$ cat config.mk
export PLATFORM = sky130hd
export DESIGN_NAME = aes_block_loader
export DESIGN_NICKNAME = d
export VERILOG_FILES = /design/src/rtl/aes_block_loader.sv
export SDC_FILE = /design/constraint.sdc
export NUM_CORES = 1
export LEC_CHECK = 0
export ABC_AREA = 1
export ABC_CLOCK_PERIOD_IN_PS = 6800
export BUFFER_PORTS_ARGS = -buffer_cell sky130_fd_sc_hd__clkbuf_2
export CORE_AREA = 4 4 220 222
export DETAILED_ROUTE_END_ITERATION = 6
export DIE_AREA = 0 0 224 226
export GPL_TIMING_DRIVEN = 0
export PLACE_DENSITY_LB_ADDON = 0.15
export SLEW_MARGIN = 10
export SYNTH_ARGS = -nofsm -noshare
export SYNTH_HDL_FRONTEND = slang
export SYNTH_SLANG_ARGS = --single-unit
$ cat constraint.sdc
create_clock -name clk -period 6.8 [get_ports clk]
set_clock_uncertainty 0.2 [all_clocks]
set_input_delay 0.68 -clock clk [delete_from_list [all_inputs] [get_ports clk]]
set_output_delay 0.68 -clock clk [all_outputs]
set_load 0.02 [all_outputs]
$ cat src/rtl/aes_block_loader.sv
// Sequential operand loader and ciphertext streamer for a 128-bit combinational AES core.
// Operands and ciphertext use the core's [0:127] ordering: word 0 is bits 0..31, the MSBs.
module aes_block_loader #(
  parameter int unsigned SETTLE_CYCLES = 2
) (
  input  logic         clk,
  input  logic         rst,
  input  logic         in_valid,
  output logic         in_ready,
  input  logic [31:0]  in_word,
  input  logic         key_reuse,
  output logic [0:127] core_key,
  output logic [0:127] core_data,
  input  logic [0:127] core_ct,
  output logic         out_valid,
  input  logic         out_ready,
  output logic [31:0]  out_word,
  output logic         out_last,
  output logic         busy
);

  localparam int unsigned CNT_W = 4;

  typedef enum logic [1:0] {S_KEY, S_DATA, S_WAIT, S_OUT} state_t;

  state_t           state;
  logic [1:0]       beat_cnt;
  logic [1:0]       out_idx;
  logic [CNT_W-1:0] settle_cnt;
  logic             key_loaded;
  logic [0:127]     ct_reg;

  logic             accept;
  logic [6:0]       beat_base;
  logic [1:0]       next_idx;
  logic [6:0]       next_out_base;

  // Beat transfer and word offsets; in_ready is only high in the load states
  assign accept        = in_valid && in_ready;
  assign beat_base     = {beat_cnt, 5'd0};
  assign next_idx      = out_idx + 2'd1;
  assign next_out_base = {next_idx, 5'd0};

  // Loader state machine with registered handshake outputs
  always_ff @(posedge clk) begin
    if (rst) begin
      state      <= S_KEY;
      beat_cnt   <= 2'd0;
      out_idx    <= 2'd0;
      settle_cnt <= '0;
      key_loaded <= 1'b0;
      ct_reg     <= '0;
      core_key   <= '0;
      core_data  <= '0;
      in_ready   <= 1'b1;
      out_valid  <= 1'b0;
      out_word   <= '0;
      out_last   <= 1'b0;
      busy       <= 1'b0;
    end else begin
      case (state)
        S_KEY: begin
          if (accept) begin
            if (beat_cnt == 2'd0 && key_reuse && key_loaded) begin
              core_data[0:31] <= in_word;
              beat_cnt        <= 2'd1;
              state           <= S_DATA;
            end else begin
              core_key[beat_base +: 32] <= in_word;
              beat_cnt                  <= beat_cnt + 2'd1;
              if (beat_cnt == 2'd3) begin
                key_loaded <= 1'b1;
                state      <= S_DATA;
              end
            end
          end
        end
        S_DATA: begin
          if (accept) begin
            core_data[beat_base +: 32] <= in_word;
            beat_cnt                   <= beat_cnt + 2'd1;
            if (beat_cnt == 2'd3) begin
              state      <= S_WAIT;
              settle_cnt <= CNT_W'(SETTLE_CYCLES - 1);
              in_ready   <= 1'b0;
              busy       <= 1'b1;
            end
          end
        end
        S_WAIT: begin
          settle_cnt <= settle_cnt - CNT_W'(1);
          if (settle_cnt == '0) begin
            ct_reg    <= core_ct;
            out_idx   <= 2'd0;
            out_word  <= core_ct[0:31];
            out_last  <= 1'b0;
            out_valid <= 1'b1;
            state     <= S_OUT;
          end
        end
        S_OUT: begin
          if (out_ready) begin
            if (out_idx == 2'd3) begin
              out_valid <= 1'b0;
              out_last  <= 1'b0;
              beat_cnt  <= 2'd0;
              in_ready  <= 1'b1;
              busy      <= 1'b0;
              state     <= S_KEY;
            end else begin
              out_idx  <= next_idx;
              out_word <= ct_reg[next_out_base +: 32];
              out_last <= (next_idx == 2'd3);
            end
          end
        end
        default: state <= S_KEY;
      endcase
    end
  end

endmodule
Word level (Yosys, flattened, before mapping)
Cells that the tools add are included.
Storage, ports and cells
  output and inout bits: 292
  logic and storage cells: 108
  register bits after elaboration: 431
Operators by class
  eq/ne operators: 15
  $add $sub $neg: 4
  reductions and logical operators: 23
  mux-type cells: 46
  bitwise logic cells: 3
  shift-type cells: 3
Operator list (count)
  bitwise mux 128 bit: 2
  2-to-1 mux 32 bit: 5
  variable shift 129 x 9 -> 128 bit (first input constant): 1
  variable part select 128 x 8 -> 129 bit: 1
  variable part select 129 x 9 -> 128 bit: 1
  2-to-1 mux 128 bit: 1
  case mux 32 bit (2 select lines): 2
  2-to-1 mux 2 bit: 14
  inequality test 2 bit (second input constant): 8
  inverter 7 -> 8 bit: 2
  AND reduction 4 bit: 4
  2-to-1 mux 1 bit: 12
  == test 2 bit (second input constant): 5
  AND reduction 5 bit: 2
  negator 8 -> 9 bit: 1
  AND reduction 3 bit: 3
  2-to-1 mux 4 bit: 2
  case mux 1 bit (2 select lines): 4
  case mux 2 bit (4 select lines): 1
  case mux 4 bit (2 select lines): 1
  nonzero test 2 bit: 4
  AND reduction 7 bit: 1
  case mux 2 bit (3 select lines): 1
  adder 2 x 1 -> 2 bit (second input constant): 2
  other kinds (10): 14

Logic depth before layout (Yosys ltp)
  word-level depth: 6
  gate-level depth with buffers: 13
  mapped depth without buffers: 9

Worst setup path after synthesis
OpenSTA, ideal clock, no wires.
  path kind: reg2reg
  start point: register beat_cnt[0]
  end point: register core_key[55] in the netlist's numbering
  data arrival time: 1979 ps
  stages on the path, launching flop included: 14
  buffers on the path: 5
  setup slack: 4505 ps
  setup time: 116 ps
  cells stage by stage: dfxtp_1 -> buf_2 -> inv_2 -> buf_2 -> buf_2 -> ha_1 -> buf_4 -> nand3_4 -> nand3_4 -> nor2_2 -> inv_2 -> buf_2 -> nor2_1 -> nor2_1
On the way
  longest elaborated chain between the ends: 5
RTL lines
  start: declaration: RTL line 27  | logic [1:0] beat_cnt;
  start signal: assignment: RTL line 70  | beat_cnt <= beat_cnt + 2'd1;
  start signal: assignment: RTL line 81  | beat_cnt <= beat_cnt + 2'd1;
  parallel branches: the longest is 5 deep, another holds negator 8 -> 9 bit
  end signal: indexed assignment: RTL line 69  | core_key[beat_base +: 32] <= in_word;
  end: declaration: RTL line 12  | output logic [0:127] core_key,
Several ways; the timed one is not identified.
A chain may end at the register's enable or synchronous reset.

Worst setup path in the final report
  start point: register beat_cnt[1]
  end point: register core_key[63] in the netlist's numbering
The elaborated chain is that of the path after synthesis.

==> flow_summary.yaml <==
run_status:
  outcome: "finished, final reports clean"
logic_synthesis:
  synth_fp_nets: 2849
  synth-async-reset-ratio: 0
  yosys_warnings: 0
  yosysSeqAreaShare: 0.469
  syn_avg_cell_area_um2: 6.89
  syn-cell-area_um2: 18400
  synth_edf_count: 0
  yosys.area.top_type: "dfxtp_1"
  synthTopCellsByArea: "dfxtp_1, nand2_1, nor2_1"
  synthCells: 2672
  synthFlopType: "dfxtp_1"
  ys_ff_latch: 431
  synth.distinct_cells: 30
  synth_top_area_frac: 0.469
worst_setup_path:
  crit_type: "reg -> reg"
  end_kind: "flip-flop"
  rr_worst_depth: 12
  crit_arrival_ns: 3.34
  crit_required_ns: 7.10
  critPathMostFrequentCell: "buf_2"
  cp_slowest_cell: "dfxtp_1"
  path_depth: 12
  cp-start-kind: "flip-flop"
  cp_top_family: "buffers and inverters"
  crit_buf_inv: 6
  max_stage_delay_ns: 0.41
  crit_fanout: 11
  cp_cell_sequence: "buf_2 > inv_2 > buf_2 > buf_2 > ha_1 > buf_4 > nand3_4 > nand3_4 > nor2_2 > buf_2 > nand2_1 > a21oi_1"
sta:
  period_share: 0.446
  finalSetupViolations: 0
  worst_pin_slew_ns: 0.790
  drv_slew: 0
  fmax_ghz: 0.330
  slew_headroom: 0.473
  period_minus_slack_ns: 3.03
  setup_tns_ns: 0
  rsz0062_at_grt: "no"
  hold_viol: 0
final_layout:
  final_cell_mix: "nand2_1, clkbuf_2, nor2_1"
  drive_gt1_frac: 0.198
  final_area_um2: 23000
  nets: 3353
  diodes: 0
  area_delta_synth_final_pct: 24.8
  fin_cells: 3816
  final_common_cell: "nand2_1"
worst_hold_path:
  hp-class: "in -> reg"
  hold_depth: 3
drt:
  first_pass_iters: 5
  drc: 0
  drtAntennaViolNets: 0
  drt-wirelength-per-cell_um: 20.3
  drtIter0Drc: 1430
  vias_per_cell: 5.05
  wirelength_um: 77500
  via_count: 19277
grt:
  antenna_found_initial: 9
  grt_max_degree: 14
  grt_pass1_vias: 18622
  grt_remaining_overflow: 0
  grtUsageTotal: 0.293
  grt_pass1_wl_um: 113000
placed_design:
  hpwl_um: 61100
  port_buffers: 455
  place_inst: 3734
  placed_area_um2: 21400
  gp_congestion: 0.934
floorplan:
  io_pins: 457
  rows: 79
  die_h_um: 226
  coreArea_um2: 46400
  die_x_um: 224
  initial_core_util: 0.397
  dieArea_um2: 50600
power:
  p_leak_nw: 11.1
  p_per_area_nw_per_um2: 384
  max-vdd-ir-drop_mv: 0.233
clock_tree:
  clk_pin_slew_ns: 0.06
  cts_tree: "built"
  holdBufCountCts: 0
  numClockSinks: 431
  cts_resized: 0
  cts_max_level: 2
  cts_buffers: 47
  root_buffer: "clkbuf_16"
  clk_latency_ns: 0.58
  clk_path_buf_depth: 3
  cts_setup_buffers: 0
run:
  drv_cap: 0
metal layers:
layer | vias to the layer above | share of wire | GRT usage
met4 | 18 | 0.049 | 0.134
met2 | 744 | 0.46 | 0.490
met3 | 154 | 0.077 | 0.0655
met5 | - | 0.0014 | 0
li1 | 9480 | - | -
met1 | 8881 | 0.41 | 0.361
cell usage after synthesis, types with 2 or more instances:
cell,instances
nand2_1,550
nor2_1,435
dfxtp_1,431
o21ai_0,256
inv_1,253
a21oi_1,218
nand3_1,117
clkbuf_1,103
nor3_1,98
buf_2,78
o22ai_1,32
o21ai_1,22
nand3b_1,21
inv_2,13
ha_1,12
buf_1,9
nor2_2,5
clkbuf_2,3
a21oi_2,2
buf_4,2
nand3_4,2
nor2_4,2
power by group:
group,internal (mW),switching (mW)
logic,0.884,2.12
clock network,1.50,1.06
registers,3.01,0.235
total,5.40,3.41
final timing paths:
check	startpoint	end	slack, ns
hold reg to reg	core_key[2]	core_key[2]	0.24
setup reg to reg	beat_cnt[1]	core_key[63]	3.77
setup / recovery	beat_cnt[1]	core_key[63]	3.77
hold / removal	core_ct[64]	ct_reg[64]	0.15
kinds of logic (layout without fill, tap and decap cells):
logic type                 Yosys count  count (layout)  synth area share
AOI/OAI and AO/OA                  532             532             0.148
xor gates and xnor gates             1               1          0.000476
adders and majority gates           12              12           0.00816
buffers and inverters              463            1000             0.101
DFF                                431             431             0.469
and+or+nand+nor                   1233            1233             0.274
worst register-to-register path, stage by stage (launching register included):
cell and delay, ns:
dfxtp_1 0.41, buf_2 0.25, inv_2 0.12, buf_2 0.20, buf_2 0.22, ha_1 0.21
buf_4 0.18, nand3_4 0.12, nand3_4 0.15, nor2_2 0.32, buf_2 0.28, nand2_1 0.10
a21oi_1 0.17
stage by stage:
stage | hold WS (ns) | utilization | setup WS, ns | total power, mW
floorplan | 0.229 | - | 4.50 | 5.21
global placement | 0.230 | 0.462 | 3.69 | 6.21
detailed placement | 0.234 | 0.462 | 3.74 | 6.26
CTS | 0.110 | 0.495 | 3.83 | 8.82
global route | 0.162 | 0.495 | 3.61 | 9.28
finish | 0.145 | 0.495 | 3.77 | 8.81
final cells by class:
| type | count | area [um2] |
|---|---|---|
| Buffer | 196 | 852 |
| Clock buffer | 69 | 1370 |
| Timing Repair Buffer | 455 | 2280 |
| Clock inverter | 13 | 146 |
| Sequential cell | 431 | 8630 |
| Inverter | 267 | 1000 |
| Tap cell | 607 | 759 |
| Multi-Input combinational cell | 1778 | 7920 |
| Fill cell | 4821 | 23400 |
Power figures use the tool's default switching activity.
